--- src/rtl/spi_initiator.sv ---
// SPI mode-0 initiator: serialises W-bit words MSB first on sck/mosi/cs_n and
// captures miso, with a valid/ready host interface and optional held chip select.
module spi_initiator #(
  parameter int DIV = 2,
  parameter int W   = 8
) (
  input  logic         clk,
  input  logic         rst_n,
  input  logic [W-1:0] tx_data,
  input  logic         tx_hold,
  input  logic         tx_valid,
  output logic         tx_ready,
  output logic [W-1:0] rx_data,
  output logic         rx_valid,
  output logic         busy,
  output logic         sck,
  output logic         mosi,
  input  logic         miso,
  output logic         cs_n
);

  localparam int HCW = $clog2(DIV) + 1;
  localparam int BCW = $clog2(W) + 1;
  localparam logic [HCW-1:0] H_LAST = HCW'(DIV - 1);
  localparam logic [BCW-1:0] B_LAST = BCW'(W - 1);

  localparam logic [2:0] S_IDLE  = 3'd0;
  localparam logic [2:0] S_LEAD  = 3'd1;
  localparam logic [2:0] S_SHIFT = 3'd2;
  localparam logic [2:0] S_HELD  = 3'd3;
  localparam logic [2:0] S_GAP   = 3'd4;

  logic [2:0]     state_q, state_d;
  logic [HCW-1:0] hcnt_q, hcnt_d;
  logic [BCW-1:0] bcnt_q, bcnt_d;
  logic           sck_q, sck_d;
  logic           hold_q, hold_d;
  logic [W-1:0]   tx_sh_q, tx_sh_d;
  logic [W-1:0]   rx_sh_q, rx_sh_d;
  logic [W-1:0]   rx_data_q, rx_data_d;
  logic           rx_valid_q, rx_valid_d;
  logic           accept;

  assign tx_ready = (state_q == S_IDLE) || (state_q == S_HELD);
  assign busy     = (state_q != S_IDLE);
  assign cs_n     = (state_q == S_IDLE) || (state_q == S_GAP);
  assign mosi     = cs_n ? 1'b0 : tx_sh_q[W-1];
  assign sck      = sck_q;
  assign rx_data  = rx_data_q;
  assign rx_valid = rx_valid_q;
  assign accept   = tx_valid & tx_ready;

  always_comb begin
    state_d    = state_q;
    hcnt_d     = hcnt_q;
    bcnt_d     = bcnt_q;
    sck_d      = sck_q;
    hold_d     = hold_q;
    tx_sh_d    = tx_sh_q;
    rx_sh_d    = rx_sh_q;
    rx_data_d  = rx_data_q;
    rx_valid_d = 1'b0;
    case (state_q)
      S_IDLE, S_HELD: begin
        if (accept) begin
          state_d = S_LEAD;
          tx_sh_d = tx_data;
          hold_d  = tx_hold;
          hcnt_d  = '0;
        end
      end
      S_LEAD: begin
        if (hcnt_q == H_LAST) begin
          state_d = S_SHIFT;
          hcnt_d  = '0;
          bcnt_d  = '0;
          sck_d   = 1'b1;
          rx_sh_d = W'({rx_sh_q, miso});
        end else begin
          hcnt_d = hcnt_q + 1'b1;
        end
      end
      S_SHIFT: begin
        if (hcnt_q != H_LAST) begin
          hcnt_d = hcnt_q + 1'b1;
        end else begin
          hcnt_d = '0;
          if (sck_q) begin
            // Falling edge: advance mosi except after the last bit, which stays put.
            sck_d = 1'b0;
            if (bcnt_q != B_LAST) tx_sh_d = tx_sh_q << 1;
          end else if (bcnt_q == B_LAST) begin
            rx_data_d  = rx_sh_q;
            rx_valid_d = 1'b1;
            state_d    = hold_q ? S_HELD : S_GAP;
          end else begin
            bcnt_d  = bcnt_q + 1'b1;
            sck_d   = 1'b1;
            rx_sh_d = W'({rx_sh_q, miso});
          end
        end
      end
      S_GAP: begin
        if (hcnt_q == H_LAST) begin
          state_d = S_IDLE;
          hcnt_d  = '0;
        end else begin
          hcnt_d = hcnt_q + 1'b1;
        end
      end
      default: state_d = S_IDLE;
    endcase
  end

  always_ff @(posedge clk or negedge rst_n) begin
    if (!rst_n) begin
      state_q    <= S_IDLE;
      hcnt_q     <= '0;
      bcnt_q     <= '0;
      sck_q      <= 1'b0;
      hold_q     <= 1'b0;
      tx_sh_q    <= '0;
      rx_sh_q    <= '0;
      rx_data_q  <= '0;
      rx_valid_q <= 1'b0;
    end else begin
      state_q    <= state_d;
      hcnt_q     <= hcnt_d;
      bcnt_q     <= bcnt_d;
      sck_q      <= sck_d;
      hold_q     <= hold_d;
      tx_sh_q    <= tx_sh_d;
      rx_sh_q    <= rx_sh_d;
      rx_data_q  <= rx_data_d;
      rx_valid_q <= rx_valid_d;
    end
  end

endmodule

--- config.mk ---
export PLATFORM = sky130hd
export DESIGN_NAME = spi_initiator
export DESIGN_NICKNAME = d
export VERILOG_FILES = /design/src/rtl/spi_initiator.sv
export SDC_FILE = /design/constraint.sdc
export NUM_CORES = 1
export LEC_CHECK = 0
export CAP_MARGIN = 20
export CORE_ASPECT_RATIO = 1.1
export CORE_MARGIN = 2
export CORE_UTILIZATION = 48
export DETAILED_ROUTE_END_ITERATION = 8
export PLACE_DENSITY = 0.73
export SYNTH_ARGS = -nofsm -noshare
export SYNTH_HDL_FRONTEND = slang
export SYNTH_SLANG_ARGS = --single-unit
--- constraint.sdc ---
create_clock -name clk -period 1.78 [get_ports clk]
set_input_delay 0.534 -clock clk [delete_from_list [all_inputs] [get_ports clk]]
set_output_delay 0.534 -clock clk [all_outputs]
set_load 0.02 [all_outputs]
==> impl_metrics.tcl <==
set metrics [dict create \
    cp_slowest_stage_delay_ps 470 \
    worstMarginPinSlew_ps 291.5 \
    p_per_area_mw_per_mm2 1605 \
    num_rows 22 \
    fin_ws_ps -95.39 \
    yosysUniqueCellTypes 38 \
    grt_pass1_wl_um 5920 \
    yosysSeqAreaShare_pct 51.69 \
    clock_latency_ps 330 \
    vdd_drop_max_uv 759.6 \
    min_path_cells 1 \
    place_inst 230 \
    clockBufferDepth 2 \
    clock-root-buffer "clkbuf_4" \
    cp_slowest_cell "dfrtp_2" \
    vias 1279 \
    synthCells 141 \
    hold_viol 0 \
    nFillCells 280 \
    reg2reg_slack_ps -40 \
    max_freq_mhz 533.2 \
    cp_top_family "flip-flops" \
    syn_area_per_cell_um2 12.36 \
    cts_tree "yes" \
    area_growth_syn_to_layout_pct 37.69 \
    final_area_mm2 0.002400 \
    hp-class "reg2reg" \
    synthArstFlopShare_pct 100.0 \
    ys_seq_elements 36 \
    ff2ff_path_depth 6 \
    netlist_top_cells_count "dfrtp_1 (36), mux2_2 (31), o21ai_0 (7)" \
    fin_skew_ps 8.152 \
    p_total_mw 3.851 \
    synthTopCellsByArea "dfrtp_1 (52%), mux2_2 (20%), o21ai_0 (2.0%)" \
    r2r_start "state_q[1]" \
    routedWlPerCell_um 15.17 \
    viasPerCell 5.263 \
    grt_pass1_vias 1325 \
    drive_gt1_share_pct 48.21 \
    numCtsBuffers 5 \
    place_area_mm2 0.002207 \
    drc 0 \
    coreArea_mm2 0.003413 \
    synth_edf_count 0 \
    min_to "rx_data[5]" \
    diodes 0 \
    slew_violations 0 \
    drt_iter0_drc 62 \
    start_util_pct 51.06 \
    outcome "finished, violations left" \
    syn-cell-area_mm2 0.001743 \
    end_kind "output port" \
    r2r_end "tx_sh_q[3]" \
    cts.sinks 36 \
    postRouteWirelength_um 3686 \
    cp_cell_sequence "or3_4 -> buf_6" \
    path_buf_inv 1 \
    rsz0062_at_grt "yes" \
    worstHoldStart "rx_data[5]" \
    worstSetupPathType "reg2out" \
    h-tree-depth 2 \
    die_area_mm2 0.004130 \
    clkTransAtPathRegs_ps 110 \
    cp-start-kind "flop" \
    violations "negative setup slack" \
    worstPathArrival_ps 1340 \
    yosys_warnings 0 \
    fin_cells 243 \
    leakage_nw 1.114 \
    place_congestion 0.8107 \
    die_w_um 61.46 \
    synth_flop_cell "dfrtp_1" \
    grtUsageTotal_pct 19.64 \
    final_nets 208 \
    grt_max_degree 37 \
    port-buffer-count 26 \
    drv_cap 0 \
    drt.antenna.violating_nets 0 \
    place_hpwl_um 2561 \
    timing.final.crit_share_pct 105.4 \
    yosysTopAreaCellShare_pct 51.69 \
    setup_viol 10 \
    io_pins 27 \
    fp.dieH_um 67.20 \
    crit_required_ps 1250 \
    maxSlewHeadroom_pct 80.57 \
    drt-pass1-iter-count 4 \
    antenna_found_initial 0 \
    synth_top_cell_by_area "dfrtp_1" \
    finalSetupTns_ps -381.1 \
    yosysMostFrequentCell "dfrtp_1" \
    grt_overflow 0 \
    synth_nets 155 \
    cp_max_fo 4 \
    min_period_ps 1875 \
]
==> placed cells by master, fill, tap and decap left out, types with 2 or more instances in the layout <==
cell / instances
nand3_1: 5
inv_1: 4
clkbuf_4: 5
a211oi_1: 2
a21oi_2: 2
a22o_1: 2
dfrtp_2: 3
o21ai_0: 7
buf_6: 6
dlygate4sd2_1: 11
a21oi_1: 4
mux2_2: 31
nor2b_4: 4
dfrtp_1: 33
buf_4: 23
nor2_1: 4
nand2b_1: 2
and3_1: 2
nand2_1: 5
clkdlybuf4s50_1: 11
==> kinds of logic (layout without fill, tap and decap cells) <==
| kind of cell | count (synthesis) | count (layout) | share of synthesized area (%) |
|---|---|---|---|
| compound gates | 26 | 26 | 11.27 |
| xor+xnor | 2 | 2 | 1.005 |
| fa+ha+maj | 1 | 1 | 0.7178 |
| buf+inv | 10 | 64 | 2.512 |
| flops | 36 | 36 | 51.69 |
| mux | 32 | 32 | 20.60 |
| simple gates | 34 | 34 | 12.20 |
==> how the worst max path moves through the flow <==
stage,start,to,slack (ps),depth (start not counted)
4_1_cts,state_q[1],mosi,-130,4
3_3_place_gp,tx_valid,tx_sh_q[4],-400,6
3_5_place_dp,tx_valid,tx_sh_q[3],-460,6
2_1_floorplan,bcnt_q[0],tx_sh_q[1],7,4
6_report,state_q[1],busy,-100,2
5_1_grt,state_q[1],busy,-140,2
==> flip-flops by register name, summed over array words and instances (netlist names) <==
register / count
state_q: 3
rx_data: 8
tx_sh_q: 8
hcnt_q: 2
sck: 1
rx_valid: 1
hold_q: 1
bcnt_q: 4
rx_sh_q: 8
==> repair_timing <==
action                                  CTS  global route
hold buffers                              0             0
endpoints found under the setup margin   32            21
pin swaps                                 3             3
buffers inserted                          0             5
resized for setup                        41            17
hold endpoints to repair                  0             0
==> layer usage <==
layer | routed length (um) | GRT usage, % | vias up
li1 | - | - | 612
met1 | 1530 | 23.85 | 633
met2 | 1960 | 33.24 | 30
met3 | 147 | 5.939 | 4
met4 | 48 | 6.117 | 0
met5 | 0 | 0 | -
==> final cells by class <==
type	count	area, um^2	share of cell area, %
Sequential cell	36	904.6	37.70
Multi-Input combinational cell	95	877.1	36.55
Timing Repair Buffer	52	466.7	19.45
Tap cell	48	60.06	2.503
Clock buffer	6	41.29	1.721
Clock inverter	2	35.03	1.460
Inverter	4	15.01	0.6257
==> power breakdown <==
| group | switching, mW | internal, mW | total [mW] |
|---|---|---|---|
| Combinational | 0.863 | 1.15 | 2.01 |
| Clock | 0.257 | 0.295 | 0.551 |
| Sequential | 0.204 | 1.09 | 1.29 |
==> stage by stage <==
stage | setup slack [ps] | util [%] | hold WS [ps]
2_1_floorplan | 7.495 | - | 238.4
3_3_place_gp | -402.1 | 64.66 | 483.8
5_1_grt | -137.2 | 70.31 | 537.2
6_report | -95.39 | 70.31 | 516.2
4_1_cts | -126.4 | 67.74 | 519.2
3_5_place_dp | -457.8 | 64.66 | 498.5
(Power assumes the default switching activity.)
